<file path="config.mk">
export PLATFORM = sky130hd
export DESIGN_NAME = cdb_arbiter_flat
export DESIGN_NICKNAME = d
export VERILOG_FILES = /design/src/rtl/cdb_arbiter_if.sv /design/src/rtl/cdb_arbiter.sv /design/src/flat_wrapper.sv
export SDC_FILE = /design/constraint.sdc
export NUM_CORES = 1
export LEC_CHECK = 0
export CORE_UTILIZATION = 35
export DETAILED_ROUTE_END_ITERATION = 16
export DONT_BUFFER_PORTS = 1
export MAX_ROUTING_LAYER = met4
export PLACE_DENSITY_LB_ADDON = 0.1
export SLEW_MARGIN = 15
export SYNTH_ARGS = -nofsm -noshare
export SYNTH_HDL_FRONTEND = slang
export SYNTH_SLANG_ARGS = --single-unit
</file>
<file path="constraint.sdc">
create_clock -name clk -period 8.2 [get_ports clk]
set_input_delay 1.64 -clock clk [delete_from_list [all_inputs] [get_ports clk]]
set_output_delay 1.64 -clock clk [all_outputs]
set_load 0.005 [all_outputs]
</file>
<file path="src/rtl/cdb_arbiter_if.sv">
// Writeback bus between the three requesters (ALU, LSB, branch) and the CDB arbiter.
// A requester's entry transfers on any posedge where req_valid[i] and req_ready[i] are both 1;
// a requester keeps valid and data stable until that edge, and ready never depends on valid.
interface cdb_arbiter_if;
  logic             flush;
  logic [2:0]       req_valid;
  logic [2:0][4:0]  req_vregid;
  logic [2:0][31:0] req_val;
  logic [2:0]       req_ready;
  logic             cdb_en;
  logic [4:0]       cdb_vregid;
  logic [31:0]      cdb_val;
  logic             busy;
  logic [1:0]       dbg_ptr;
  logic [2:0][1:0]  dbg_count;

  modport master (
    output flush, req_valid, req_vregid, req_val,
    input  req_ready, cdb_en, cdb_vregid, cdb_val, busy, dbg_ptr, dbg_count
  );

  modport slave (
    input  flush, req_valid, req_vregid, req_val,
    output req_ready, cdb_en, cdb_vregid, cdb_val, busy, dbg_ptr, dbg_count
  );
endinterface

</file>
<file path="src/rtl/cdb_arbiter.sv">
// Common data bus arbiter: three 2-entry writeback FIFOs drained one entry per cycle
// onto a registered broadcast bus, round-robin between non-empty FIFOs.
module cdb_arbiter #(
    parameter int NREQ  = 3,
    parameter int DEPTH = 2
) (
    input logic clk,
    input logic rst,
    cdb_arbiter_if.slave bus
);

    typedef logic [36:0] entry_t;

    entry_t      mem   [NREQ][DEPTH];
    logic [1:0]  count [NREQ];
    logic        head  [NREQ];
    logic        tail  [NREQ];
    logic [1:0]  ptr, ptr_next;
    logic        grant_any;
    logic [1:0]  grant_idx;
    logic [NREQ-1:0] elig, push, pop;
    logic        cdb_en_q;
    logic [4:0]  cdb_vregid_q;
    logic [31:0] cdb_val_q;

    function automatic logic [1:0] wrap3(input logic [2:0] s);
        return (s >= 3'd3) ? 2'(s - 3'd3) : s[1:0];
    endfunction

    // Ready looks only at the start-of-cycle count, so a pop never frees a slot for a same-cycle push.
    always_comb begin
        for (int i = 0; i < NREQ; i++) begin
            elig[i]          = (count[i] != 2'd0);
            bus.req_ready[i] = (count[i] < 2'(DEPTH)) && !rst && !bus.flush;
            push[i]          = bus.req_valid[i] && bus.req_ready[i];
        end
    end

    // Walk the search order backwards so the first eligible FIFO after ptr wins.
    always_comb begin
        grant_any = 1'b0;
        grant_idx = 2'd0;
        for (int k = NREQ - 1; k >= 0; k--) begin
            logic [1:0] idx;
            idx = wrap3({1'b0, ptr} + 3'(k));
            if (elig[idx] && !bus.flush) begin
                grant_any = 1'b1;
                grant_idx = idx;
            end
        end
        for (int i = 0; i < NREQ; i++) begin
            pop[i] = grant_any && (grant_idx == 2'(i));
        end
    end

    always_comb begin
        ptr_next = ptr;
        if (bus.flush)      ptr_next = 2'd0;
        else if (grant_any) ptr_next = wrap3({1'b0, grant_idx} + 3'd1);
    end

    always_ff @(posedge clk or posedge rst) begin
        if (rst) begin
            ptr          <= 2'd0;
            cdb_en_q     <= 1'b0;
            cdb_vregid_q <= 5'd0;
            cdb_val_q    <= 32'd0;
            for (int i = 0; i < NREQ; i++) begin
                count[i] <= 2'd0;
                head[i]  <= 1'b0;
                tail[i]  <= 1'b0;
            end
        end else begin
            ptr      <= ptr_next;
            cdb_en_q <= grant_any;
            if (grant_any) begin
                {cdb_vregid_q, cdb_val_q} <= mem[grant_idx][head[grant_idx]];
            end
            for (int i = 0; i < NREQ; i++) begin
                if (bus.flush) begin
                    count[i] <= 2'd0;
                    head[i]  <= 1'b0;
                    tail[i]  <= 1'b0;
                end else begin
                    if (push[i]) tail[i] <= ~tail[i];
                    if (pop[i])  head[i] <= ~head[i];
                    case ({push[i], pop[i]})
                        2'b10:   count[i] <= count[i] + 2'd1;
                        2'b01:   count[i] <= count[i] - 2'd1;
                        default: count[i] <= count[i];
                    endcase
                end
            end
        end
    end

    // Storage carries no reset; count/pointers alone decide what is valid.
    always_ff @(posedge clk) begin
        for (int i = 0; i < NREQ; i++) begin
            if (push[i]) mem[i][tail[i]] <= {bus.req_vregid[i], bus.req_val[i]};
        end
    end

    always_comb begin
        bus.cdb_en     = cdb_en_q;
        bus.cdb_vregid = cdb_vregid_q;
        bus.cdb_val    = cdb_val_q;
        bus.dbg_ptr    = ptr;
        bus.busy       = cdb_en_q;
        for (int i = 0; i < NREQ; i++) begin
            bus.busy         = bus.busy || (count[i] != 2'd0);
            bus.dbg_count[i] = count[i];
        end
    end

endmodule

</file>
<file path="src/flat_wrapper.sv">
// flat-port wrapper written by rule: the top's interface ports become plain ports
module cdb_arbiter_flat 
#(
    parameter int NREQ  = 3,
    parameter int DEPTH = 2
)
  (clk, rst, bus_flush, bus_req_valid, bus_req_vregid, bus_req_val, bus_req_ready, bus_cdb_en, bus_cdb_vregid, bus_cdb_val, bus_busy, bus_dbg_ptr, bus_dbg_count);
  cdb_arbiter_if bus_i ();
  input logic clk;
  input logic rst;
  input wire logic [$bits(bus_i.flush)-1:0] bus_flush;
  input wire logic [$bits(bus_i.req_valid)-1:0] bus_req_valid;
  input wire logic [$bits(bus_i.req_vregid)-1:0] bus_req_vregid;
  input wire logic [$bits(bus_i.req_val)-1:0] bus_req_val;
  output wire logic [$bits(bus_i.req_ready)-1:0] bus_req_ready;
  output wire logic [$bits(bus_i.cdb_en)-1:0] bus_cdb_en;
  output wire logic [$bits(bus_i.cdb_vregid)-1:0] bus_cdb_vregid;
  output wire logic [$bits(bus_i.cdb_val)-1:0] bus_cdb_val;
  output wire logic [$bits(bus_i.busy)-1:0] bus_busy;
  output wire logic [$bits(bus_i.dbg_ptr)-1:0] bus_dbg_ptr;
  output wire logic [$bits(bus_i.dbg_count)-1:0] bus_dbg_count;
  assign bus_i.flush = bus_flush;
  assign bus_i.req_valid = bus_req_valid;
  assign bus_i.req_vregid = bus_req_vregid;
  assign bus_i.req_val = bus_req_val;
  assign bus_req_ready = bus_i.req_ready;
  assign bus_cdb_en = bus_i.cdb_en;
  assign bus_cdb_vregid = bus_i.cdb_vregid;
  assign bus_cdb_val = bus_i.cdb_val;
  assign bus_busy = bus_i.busy;
  assign bus_dbg_ptr = bus_i.dbg_ptr;
  assign bus_dbg_count = bus_i.dbg_count;
  cdb_arbiter #(.NREQ(NREQ), .DEPTH(DEPTH)) u_core (.clk(clk), .rst(rst), .bus(bus_i));
endmodule
</file>
==> run metrics <==
Buf/Inv on CP 2; I/O Buffers 0; YS warnings 0; CP Launch Type flip-flop; Critical Path Stages 10; most area-hungry cell type in the Yosys netlist edfxtp_1; crit-path max cell delay 0.69 ns; Placer Congestion 0.804; post-synth cell types 53; wire per inst 23.4 µm; post-layout min period 4.07 ns; reg2reg setup slack 4.13 ns; Synth Register Bits 274; first-pass GRT wire length 43,900 µm; required time worst endpoint 8.58 ns; hold buffers post-CTS 0; worst flop-to-flop path endpoint u_core.bus.cdb_val[13]$_DFFE_PP0N_; Slew headroom 31.6%; ys flop type edfxtp_1; gr ovfl total 0; final std cells w/o fill 1,254; CTS Buffer Depth 3; Final ANT Viol Nets 0; initial antenna violation count 0; Post-synth EDFFs 222; vias in the first global route 7,029; die span in y 181 µm; worst clock skew 0.0143 ns; I/O pin total 167; global-route usage over all layers 18.5%; Post-DP HPWL 16,300 µm; row count 65; routed wire length 29,400 µm; cell count after synthesis 850; Worst Setup EP u_core.bus.cdb_val[13]$_DFFE_PP0N_; crit path cell chain inv_1, ha_1, nor3b_2, nor3_1, o41a_2, buf_4, o211ai_1, nand3_4, mux2i_1, o21ai_1; syn nets 971; Sink Count 274; Synth Cell Area 0.0112 mm²; DR DRC count 0; Nets 950; Max FO, Critical Path 76; RSZ-0062 raised after global routing false; die width 181 µm; DIE AREA 0.0327 mm²; Setup TNS 0 ns; CP Class reg -> reg; area delta synth->final 10.8%; Slew Limit Fails 0; Hold Crit Depth 2; CTS tree built; crit path launch u_core.bus.dbg_ptr[0]$_DFFE_PP0P_; DR vias 6,781; worst path arrival time 4.44 ns; placed cell count 1,199; Root Buffer clkbuf_16; Max-Cap Viols 0; register area share after synthesis 71.3%; Initial Util 35.5%; CTS clk-pin slew, worst paths 0.06 ns; H-tree depth 1; Pre-Repair DR Iteration Count 7; max frequency 0.246 GHz; CP endpoint kind flip-flop; Setup violations, final 0; period utilization 49.6%; syn_area_per_cell 13.2 µm²; most common cell after layout, fill and taps aside edfxtp_1; CTS Buf Count 30; largest net degree at the start of global routing 79; vias per inst 5.41; Slew @ Worst Pin 1.03 ns; CP max-delay cell nand3_4; drt initial violations 407; Setup Buffers After CTS 0; most frequent cells in the layout 222 x edfxtp_1, 86 x nor2_1, 78 x a21oi_1; maximum vdd drop 0.000282 V; area share of the largest cell type after synthesis 59.6%; diode count 0; post-CTS sizing 0; CORE AREA 0.0315 mm²; CP top delay family simple AND/OR/NAND/NOR gates; R2R cell count 10; PwrDens 324 mW/mm²; Final Hold Vio Count 0; share of layout cells above drive strength 1 8.22%; RR Startpoint u_core.bus.dbg_ptr[0]$_DFFE_PP0P_; Synth async-reset ratio 19.0%; clk_lat worst skew 0.54 ns; Worst Hold Class reg -> reg; Pleak 0.00411 µW; synth top area cells edfxtp_1 60%, dfrtp_1 12%, a31oi_1 4.2%; status complete, no violations
worst min path at each step:
stage                                                  start                            endpoint
final                     u_core.bus.cdb_val[13]$_DFFE_PP0N_  u_core.bus.cdb_val[13]$_DFFE_PP0N_
after global routing      u_core.bus.cdb_val[31]$_DFFE_PP0N_  u_core.bus.cdb_val[31]$_DFFE_PP0N_
after detailed placement  u_core.bus.cdb_val[13]$_DFFE_PP0N_  u_core.bus.cdb_val[13]$_DFFE_PP0N_
after global placement    u_core.bus.cdb_val[13]$_DFFE_PP0N_  u_core.bus.cdb_val[13]$_DFFE_PP0N_
after floorplan                   u_core.tail[1]$_DFFE_PP0P_          u_core.tail[1]$_DFFE_PP0P_
after CTS                 u_core.bus.cdb_val[13]$_DFFE_PP0N_  u_core.bus.cdb_val[13]$_DFFE_PP0N_
metal layers:
metal / vias up / GRT usage, % / routed length (µm)
met5: - / - / 0
met4: 0 / 4.31 / 479
met3: 38 / 6.87 / 2740
met2: 190 / 30.0 / 14100
met1: 3398 / 21.8 / 12000
li1: 3155 / - / -
layout make-up:
type / count / area, µm²
multi-input cells: 504 / 2900
clock inverters: 2 / 7.51
well taps: 402 / 503
inverters: 6 / 28.8
fillers: 2912 / 19100
repair buffers: 13 / 97.6
flip-flops and latches: 274 / 7970
clock buffers: 53 / 888
cell usage after synthesis, types with 4 or more instances:
master	number
nor2_1	89
nand2_1	46
ha_1	4
dfrtp_1	52
o21ai_0	70
xor2_1	5
o21ai_1	45
nor3_1	8
clkbuf_1	37
a31oi_1	75
mux2i_1	38
xnor2_1	5
edfxtp_1	222
a21oi_1	78
inv_1	4
buf_2	21
state kept, by name, summed over array words and instances (netlist names):
| name | cells |
|---|---|
| u_core.mem | 222 |
| u_core.bus.cdb_en | 1 |
| u_core.head | 3 |
| u_core.tail | 3 |
| u_core.bus.cdb_vregid | 5 |
| u_core.bus.cdb_val | 32 |
| u_core.bus.dbg_count | 6 |
| u_core.bus.dbg_ptr | 2 |
through the flow:
step / area (µm²) / utilization, % / hold WS (ns) / power [µW] / setup WS, ns
3_3_place_gp: 11500 / 36.5 / 0.513 / 2800 / 4.02
5_1_grt: 12400 / 39.4 / 0.546 / 4250 / 3.81
4_1_cts: 12400 / 39.4 / 0.524 / 4080 / 4.07
2_1_floorplan: 11200 / - / 0.464 / 2560 / 3.65
6_report: 12400 / 39.4 / 0.518 / 4020 / 4.13
3_5_place_dp: 11500 / 36.5 / 0.512 / 2840 / 3.98
cells by family (layout without fill, tap and decap cells):
logic type	after synthesis	in the layout	synth area share (%)
compound gates	285	285	14.3
xor+xnor	10	10	0.783
fa+ha+maj	4	4	0.448
buf+inv	72	74	3.36
flops	274	274	71.3
mux	38	38	3.40
simple gates	167	167	6.48
power by group:
part           switching, µW  leakage, µW  internal, µW
Sequential               132      0.00267          1660
Combinational            686      0.00101           305
Clock                    506     0.000429           723
Total                   1320      0.00411          2690
tightest hold or removal path: cells and delay by family, from the launching register on:
family	cells	cell delay, ns
AND/OR/NAND/NOR	1	0.05
flip-flops	1	0.36
AO/OA/AOI/OAI	1	0.06
Note: power is estimated with default switching activity, not from simulation.
